`config.mk`:
```
export PLATFORM = sky130hd
export DESIGN_NAME = mux_tree_pipe
export DESIGN_NICKNAME = d
export VERILOG_FILES = /design/src/rtl/mux_pkg.sv /design/src/rtl/mux_tree_stage.sv /design/src/rtl/mux_tree_pipe.sv
export SDC_FILE = /design/constraint.sdc
export NUM_CORES = 1
export LEC_CHECK = 0
export BUFFER_PORTS_ARGS = -buffer_cell sky130_fd_sc_hd__buf_2
export CELL_PAD_IN_SITES_DETAIL_PLACEMENT = 2
export CELL_PAD_IN_SITES_GLOBAL_PLACEMENT = 2
export CORE_ASPECT_RATIO = 0.9
export CORE_UTILIZATION = 34
export DETAILED_ROUTE_END_ITERATION = 8
export HOLD_SLACK_MARGIN = 0.02
export PLACE_DENSITY = 0.8
export RECOVER_POWER = 50
export SLEW_MARGIN = 20
export SYNTH_ARGS = -nofsm -noshare
export SYNTH_HDL_FRONTEND = slang
export SYNTH_HIERARCHICAL = 1
export SYNTH_SLANG_ARGS = --single-unit
```
`constraint.sdc`:
```
create_clock -name clk -period 3.15 [get_ports clk]
set_clock_uncertainty 0.2 [all_clocks]
set_input_delay 0.315 -clock clk [delete_from_list [all_inputs] [get_ports clk]]
set_output_delay 0.315 -clock clk [all_outputs]
set_load 0.02 [all_outputs]
```
`src/rtl/mux_pkg.sv`:
```
// Shared sizing helpers for the pipelined mux tree.
// Latency: n/a (package only).
// Backpressure: n/a (package only).
package mux_pkg;

   // Number of input lanes for a given select width.
   function automatic int lanes(input int sel_w);
      return 1 << sel_w;
   endfunction

   // Number of lanes held in the register of level lvl (output side of that level).
   function automatic int lvl_lanes(input int sel_w, input int lvl);
      return 1 << (sel_w - 1 - lvl);
   endfunction

endpackage

```
`src/rtl/mux_tree_stage.sv`:
```
// One level of the mux tree: halves the lane count using select bit LVL, then registers.
// Latency: 1 cycle.
// Backpressure: skid-free register slice; ready = empty or downstream ready.
module mux_tree_stage #(
   parameter int WIDTH = 8,
   parameter int SEL_W = 3,
   parameter int LVL   = 0,
   parameter int LANES = 2
) (
   input  logic                         clk,
   input  logic                         rst,
   input  logic                         i_up_vld,
   output logic                         o_up_rdy,
   input  logic [LANES*WIDTH-1:0]       i_up_dat,
   input  logic [SEL_W-1:0]             i_up_sel,
   input  logic                         i_up_last,
   output logic                         o_dn_vld,
   input  logic                         i_dn_rdy,
   output logic [(LANES/2)*WIDTH-1:0]   o_dn_dat,
   output logic [SEL_W-1:0]             o_dn_sel,
   output logic                         o_dn_last
);

   localparam int LO = LANES / 2;

   logic                      r_vld;
   logic [LO*WIDTH-1:0]       r_dat;
   logic [SEL_W-1:0]          r_sel;
   logic                      r_last;
   logic [LO*WIDTH-1:0]       w_mux;
   logic                      w_load;

   // Pairwise 2:1 muxes; bit LVL of the carried select picks odd or even lane.
   always_comb begin
      w_mux = '0;
      for (int j = 0; j < LO; j++) begin
         w_mux[j*WIDTH +: WIDTH] = i_up_sel[LVL] ? i_up_dat[(2*j+1)*WIDTH +: WIDTH]
                                                 : i_up_dat[(2*j)*WIDTH +: WIDTH];
      end
   end

   // An empty slot accepts even when downstream stalls, so bubbles collapse.
   assign o_up_rdy = !r_vld || i_dn_rdy;
   assign w_load   = i_up_vld && o_up_rdy;

   // Register slice: valid follows upstream whenever we are ready, payload loads only on a beat.
   always_ff @(posedge clk) begin
      if (rst) begin
         r_vld  <= 1'b0;
         r_dat  <= '0;
         r_sel  <= '0;
         r_last <= 1'b0;
      end else begin
         if (o_up_rdy) begin
            r_vld <= i_up_vld;
         end
         if (w_load) begin
            r_dat  <= w_mux;
            r_sel  <= i_up_sel;
            r_last <= i_up_last;
         end
      end
   end

   assign o_dn_vld  = r_vld;
   assign o_dn_dat  = r_dat;
   assign o_dn_sel  = r_sel;
   assign o_dn_last = r_last;

endmodule

```
`src/rtl/mux_tree_pipe.sv`:
```
// Pipelined N:1 mux (N = 2**SEL_W) with optional round-robin auto-scan select.
// Latency: SEL_W cycles, one beat per cycle sustained.
// Backpressure: valid/ready; up to SEL_W beats buffered, in_ready comb from out_ready.
module mux_tree_pipe
   import mux_pkg::*;
#(
   parameter int WIDTH = 8,
   parameter int SEL_W = 3
) (
   input  logic                          clk,
   input  logic                          rst,
   input  logic [lanes(SEL_W)*WIDTH-1:0] din,
   input  logic [SEL_W-1:0]              sel,
   input  logic                          auto_en,
   input  logic                          in_valid,
   output logic                          in_ready,
   output logic [WIDTH-1:0]              dout,
   output logic [SEL_W-1:0]              out_sel,
   output logic                          out_last,
   output logic                          out_valid,
   input  logic                          out_ready
);

   localparam int N = lanes(SEL_W);

   logic [SEL_W-1:0] r_cnt;
   logic [SEL_W-1:0] w_sel_eff;
   logic             w_acc;

   // Per-level handshake and sideband; index k is the input of level k, SEL_W is the output.
   logic             w_vld  [0:SEL_W];
   logic             w_rdy  [0:SEL_W];
   logic             w_last [0:SEL_W];
   logic [SEL_W-1:0] w_sel  [0:SEL_W];

   assign w_sel_eff = auto_en ? r_cnt : sel;
   assign w_acc     = in_valid && in_ready;

   assign w_vld[0]     = in_valid;
   assign w_sel[0]     = w_sel_eff;
   assign w_last[0]    = auto_en && (w_sel_eff == SEL_W'(N - 1));
   assign w_rdy[SEL_W] = out_ready;
   assign in_ready     = w_rdy[0];

   genvar k;
   generate
      for (k = 0; k < SEL_W; k++) begin : g_lvl
         localparam int LI = 2 * lvl_lanes(SEL_W, k);

         logic [LI*WIDTH-1:0]     w_up_dat;
         logic [(LI/2)*WIDTH-1:0] w_dn_dat;

         if (k == 0) begin : g_head
            assign w_up_dat = din;
         end else begin : g_body
            assign w_up_dat = g_lvl[k-1].w_dn_dat;
         end

         mux_tree_stage #(
            .WIDTH (WIDTH),
            .SEL_W (SEL_W),
            .LVL   (k),
            .LANES (LI)
         ) u_stage (
            .clk       (clk),
            .rst       (rst),
            .i_up_vld  (w_vld[k]),
            .o_up_rdy  (w_rdy[k]),
            .i_up_dat  (w_up_dat),
            .i_up_sel  (w_sel[k]),
            .i_up_last (w_last[k]),
            .o_dn_vld  (w_vld[k+1]),
            .i_dn_rdy  (w_rdy[k+1]),
            .o_dn_dat  (w_dn_dat),
            .o_dn_sel  (w_sel[k+1]),
            .o_dn_last (w_last[k+1])
         );
      end
   endgenerate

   assign dout      = g_lvl[SEL_W-1].w_dn_dat;
   assign out_sel   = w_sel[SEL_W];
   assign out_last  = w_last[SEL_W];
   assign out_valid = w_vld[SEL_W];

   // Scan counter advances only on accepted auto-mode beats, wrapping N-1 -> 0.
   always_ff @(posedge clk) begin
      if (rst) begin
         r_cnt <= '0;
      end else if (w_acc && auto_en) begin
         r_cnt <= r_cnt + SEL_W'(1);
      end
   end

endmodule

```
==> results.yml <==
outcome:
  outcome: "complete, no violations"
final_layout:
  post_route_cells_drive_above_1_share: 0.341
  layout_area_overhead_pct: 17.3
  design.final.nets: 449
  nFillCells: 1057
  stdcell_area_sq_um: 4130
  fin_cells: 507
  num_antenna_cells: 0
yosys:
  yosys-top-cells-area: "sky130_fd_sc_hd__dfxtp_1 42%, sky130_fd_sc_hd__mux2i_1 16%, sky130_fd_sc_hd__a211oi_2 6.4%, sky130_fd_sc_hd__a21oi_1 5.5%, sky130_fd_sc_hd__o2bb2ai_1 5.5%"
  yosysTopAreaCell: "sky130_fd_sc_hd__dfxtp_1"
  yosys.area.top_type_share: 0.420
  synth_enable_flop_cells: 0
  avgSynthCellArea_sq_um: 11.5
  synthFlopType: "sky130_fd_sc_hd__dfxtp_1"
  ys_ff_latch: 74
  postSynthCellCount: 306
  netlist_area_sq_um: 3520
  ys_async_sr_fraction: 0
  ys_types: 30
  synth_seq_area_share: 0.420
  synthesis.nets: 379
  synth.yosys.warnings: 6
die:
  initial_core_util: 0.357
  fp.dieW_um: 109
  num_rows: 34
  design.core.area_sq_um: 9870
  die_h_um: 98.6
  die-area_sq_um: 10800
  io-pin-count: 86
critical_path:
  worstReg2RegEnd: "g_lvl[1].u_stage/o_dn_dat[14]"
  path_common_cell: "sky130_fd_sc_hd__nand2b_4"
  rr_worst_depth: 3
  crit_fanout: 27
  r2r-start: "g_lvl[1].u_stage/o_dn_vld"
  list_of_cells_traversed_by_the_critical_path: "nand2b_4, nand2b_4, buf_2"
  critical_path_buf_inv_count: 1
  worst-setup-path-type: "reg2out"
  crit_path_start_kind: "flop"
  timing.critical_path.slowest_cell_delay_ns: 0.77
  cp.required_ns: 2.63
  timing.critical_path.to_type: "output pin"
  cp_data_arrival_time_ns: 1.97
  regToRegSetupSlack_ns: 0.68
  slowest_cell_on_the_critical_path: "sky130_fd_sc_hd__dfxtp_1"
  path_delay_family: "flip-flops"
clocking:
  ctsHoldBuffers: 0
  clock_sinks: 74
  numCtsBuffers: 9
  clkSlewWorstSetupHoldPaths_ns: 0.06
  insertion_delay_ns: 0.33
  post-cts-setup-buffers: 0
  cts_tree: "done"
  root_buffer: "sky130_fd_sc_hd__clkbuf_16"
  ctsHtreeMaxLevel: 3
  max-clock-path-buffers: 2
  post_cts.resized_instances: 0
routing:
  first_iter_violations: 63
  drt-wirelength-per-cell_um: 18.3
  first_pass_iters: 6
  num_vias: 2633
  finalWirelength_mm: 9.29
  drc: 0
  ant_nets: 0
  avgViaCountPerCell: 5.19
pwr:
  p_leak_nw: 1.58
  cellInternalPower_w: 0.00183
  vdd_ir_drop_max_v: 0.000324
  totalPowerFinal_w: 0.00242
  clock_power_share: 0.461
  p_switching_w: 0.000585
  power.density_cell_area_nw_per_um2: 585
  comb_power_share: 0.110
  pwr-share-seq: 0.429
  switching_power_as_a_share_of_total_power: 0.242
timing:
  final_hold_viol_count: 0
  worstMarginPinSlew_ns: 1.07
  max-slew-margin-rel: 0.287
  setup-tns-final_ns: 0
  setup_viol_count_final: 0
  rsz0062_at_grt: "no"
  final_period_minus_worst_setup_slack_ns: 2.49
  achievable-frequency_mhz: 402
  fin_crit_sh: 0.789
  slew_viol_final: 0
global_routing:
  grt_pass1_vias: 2831
  antenna_violations_before_repair: 0
  global_route.overflow_total: 0
  grt_pass1_wl_mm: 14.8
  grt_start_max_net_pins: 39
  global_route_usage_over_all_layers: 0.182
job:
  maxCapViolCount: 0
placement:
  place.gp.congestion: 0.670
  dpl_cell_area_sq_um: 3900
  placed_cells: 491
  place.port_buffers: 85
  post-dp-hpwl_mm: 6.21
min_path:
  worstHoldPathCells: 3
  hold_path.startpoint: "din[52]"
  worstHoldPathType: "in2reg"
  worst_hold_path.endpoint: "g_lvl[0].u_stage/o_dn_dat[28]"
## registers in the layout, summed over array words and instances (netlist names)
register and flops:
g_lvl.u_stage/o_dn_vld 3, g_lvl.u_stage/o_dn_last 3, r_cnt 3, g_lvl.u_stage/o_dn_dat 56, g_lvl.u_stage/o_dn_sel 9
## logic make-up after synthesis
kind of cell | count (synthesis) | synth area share
AO/OA/AOI/OAI | 108 | 0.268
adder cells (fa/ha/maj) | 1 | 0.00355
buffers and inverters | 34 | 0.0724
flip-flops | 74 | 0.420
multiplexers | 62 | 0.180
AND/OR/NAND/NOR | 27 | 0.0554
## final cells by class
cell class              instances  area [sq um]  share of cell area
clock buffers                  10           239              0.0578
clock inverters                 6          90.1              0.0218
inverters                       3          11.3             0.00272
multi-input cells             198          1710               0.413
flip-flops and latches         74          1480               0.358
well taps                     126           158              0.0381
repair buffers                 90           447               0.108
## stage by stage
stage | hold slack [ns] | utilization | worst slack (ns)
2_1_floorplan | 0.180 | - | 0.757
3_3_place_gp | 0.244 | 0.395 | 0.887
3_5_place_dp | 0.249 | 0.395 | 0.783
4_1_cts | 0.0446 | 0.428 | 0.690
5_1_grt | 0.0477 | 0.419 | 0.524
6_report | 0.0520 | 0.419 | 0.664
## power groups by stage
stage | Combinational [W] | Clock (W) | Sequential, W
floorplan | 0.000199 | 0 | 0.00104
global placement | 0.000268 | 0 | 0.00105
detailed placement | 0.000280 | 0 | 0.00105
CTS | 0.000286 | 0.00114 | 0.00104
global route | 0.000292 | 0.00117 | 0.00104
finish | 0.000266 | 0.00111 | 0.00104
## layout by cell type (no fill, tap or decap)
| cell | Yosys | layout |
|---|---|---|
| sky130_fd_sc_hd__a211oi_1 | 6 | 21 |
| sky130_fd_sc_hd__a211oi_2 | 18 | 3 |
| sky130_fd_sc_hd__a21bo_2 | 12 | 12 |
| sky130_fd_sc_hd__a21oi_1 | 39 | 39 |
| sky130_fd_sc_hd__a21oi_4 | 1 | 1 |
| sky130_fd_sc_hd__and2_0 | 0 | 2 |
| sky130_fd_sc_hd__and3_2 | 1 | 1 |
| sky130_fd_sc_hd__and4_2 | 1 | 1 |
| sky130_fd_sc_hd__buf_2 | 7 | 72 |
| sky130_fd_sc_hd__buf_4 | 9 | 5 |
| sky130_fd_sc_hd__bufinv_16 | 0 | 2 |
| sky130_fd_sc_hd__clkbuf_1 | 4 | 13 |
| sky130_fd_sc_hd__clkbuf_16 | 0 | 9 |
| sky130_fd_sc_hd__clkbuf_8 | 1 | 1 |
| sky130_fd_sc_hd__clkinv_2 | 0 | 1 |
| sky130_fd_sc_hd__clkinv_4 | 0 | 2 |
| sky130_fd_sc_hd__clkinvlp_4 | 0 | 1 |
| sky130_fd_sc_hd__dfxtp_1 | 74 | 74 |
| sky130_fd_sc_hd__ha_1 | 1 | 1 |
| sky130_fd_sc_hd__inv_1 | 3 | 3 |
| sky130_fd_sc_hd__mux2_2 | 3 | 3 |
| sky130_fd_sc_hd__mux2_4 | 2 | 2 |
| sky130_fd_sc_hd__mux2i_1 | 57 | 57 |
| sky130_fd_sc_hd__nand2b_1 | 2 | 2 |
| sky130_fd_sc_hd__nand2b_4 | 3 | 3 |
| sky130_fd_sc_hd__nand3_1 | 12 | 12 |
| sky130_fd_sc_hd__nand3b_4 | 1 | 1 |
| sky130_fd_sc_hd__nand4_1 | 1 | 1 |
| sky130_fd_sc_hd__nor2_1 | 2 | 2 |
| sky130_fd_sc_hd__nor2b_1 | 2 | 2 |
| sky130_fd_sc_hd__o2bb2ai_1 | 22 | 22 |
| sky130_fd_sc_hd__o2bb2ai_2 | 10 | 10 |
## how the worst max path moves through the flow
| stage | startpoint | end | slack [ns] | cells after the start |
|---|---|---|---|---|
| after global placement | g_lvl[1].u_stage/o_dn_vld | g_lvl[0].u_stage/o_dn_dat[2] | 0.89 | 5 |
| after floorplan | g_lvl[2].u_stage/o_dn_vld | r_cnt[0] | 0.76 | 10 |
| final | g_lvl[1].u_stage/o_dn_vld | in_ready | 0.66 | 3 |
| after CTS | g_lvl[1].u_stage/o_dn_vld | in_ready | 0.69 | 3 |
| after global routing | g_lvl[1].u_stage/o_dn_vld | g_lvl[1].u_stage/o_dn_dat[14] | 0.52 | 3 |
| after detailed placement | g_lvl[1].u_stage/o_dn_vld | g_lvl[0].u_stage/o_dn_dat[20] | 0.78 | 5 |
## metal layers
metal  vias to the layer above  wire, um  global-route usage
met5                         -         0                   0
met4                         0        72              0.0492
met3                         6       321              0.0410
met2                        60      4590               0.304
met1                      1283      4310               0.235
li1                       1284         -                   -
## Yosys cell counts (2+ instances only)
| cell | n |
|---|---|
| sky130_fd_sc_hd__nand2b_4 | 3 |
| sky130_fd_sc_hd__buf_4 | 9 |
| sky130_fd_sc_hd__dfxtp_1 | 74 |
| sky130_fd_sc_hd__a21bo_2 | 12 |
| sky130_fd_sc_hd__a211oi_1 | 6 |
| sky130_fd_sc_hd__a211oi_2 | 18 |
| sky130_fd_sc_hd__mux2_4 | 2 |
| sky130_fd_sc_hd__o2bb2ai_2 | 10 |
| sky130_fd_sc_hd__o2bb2ai_1 | 22 |
| sky130_fd_sc_hd__clkbuf_1 | 4 |
| sky130_fd_sc_hd__nand2b_1 | 2 |
| sky130_fd_sc_hd__a21oi_1 | 39 |
| sky130_fd_sc_hd__mux2i_1 | 57 |
| sky130_fd_sc_hd__nor2_1 | 2 |
| sky130_fd_sc_hd__nor2b_1 | 2 |
| sky130_fd_sc_hd__inv_1 | 3 |
| sky130_fd_sc_hd__and2_4 | 2 |
| sky130_fd_sc_hd__mux2_2 | 3 |
| sky130_fd_sc_hd__buf_6 | 8 |
| sky130_fd_sc_hd__nand3_1 | 12 |
| sky130_fd_sc_hd__buf_2 | 7 |
## tightest hold or removal path, delay by kind of cell
kind	cells	cell delay (ns)
buffers and inverters	1	0.07
AO/OA/AOI/OAI	1	0.11
multiplexers	1	0.05
(Power assumes the default switching activity.)
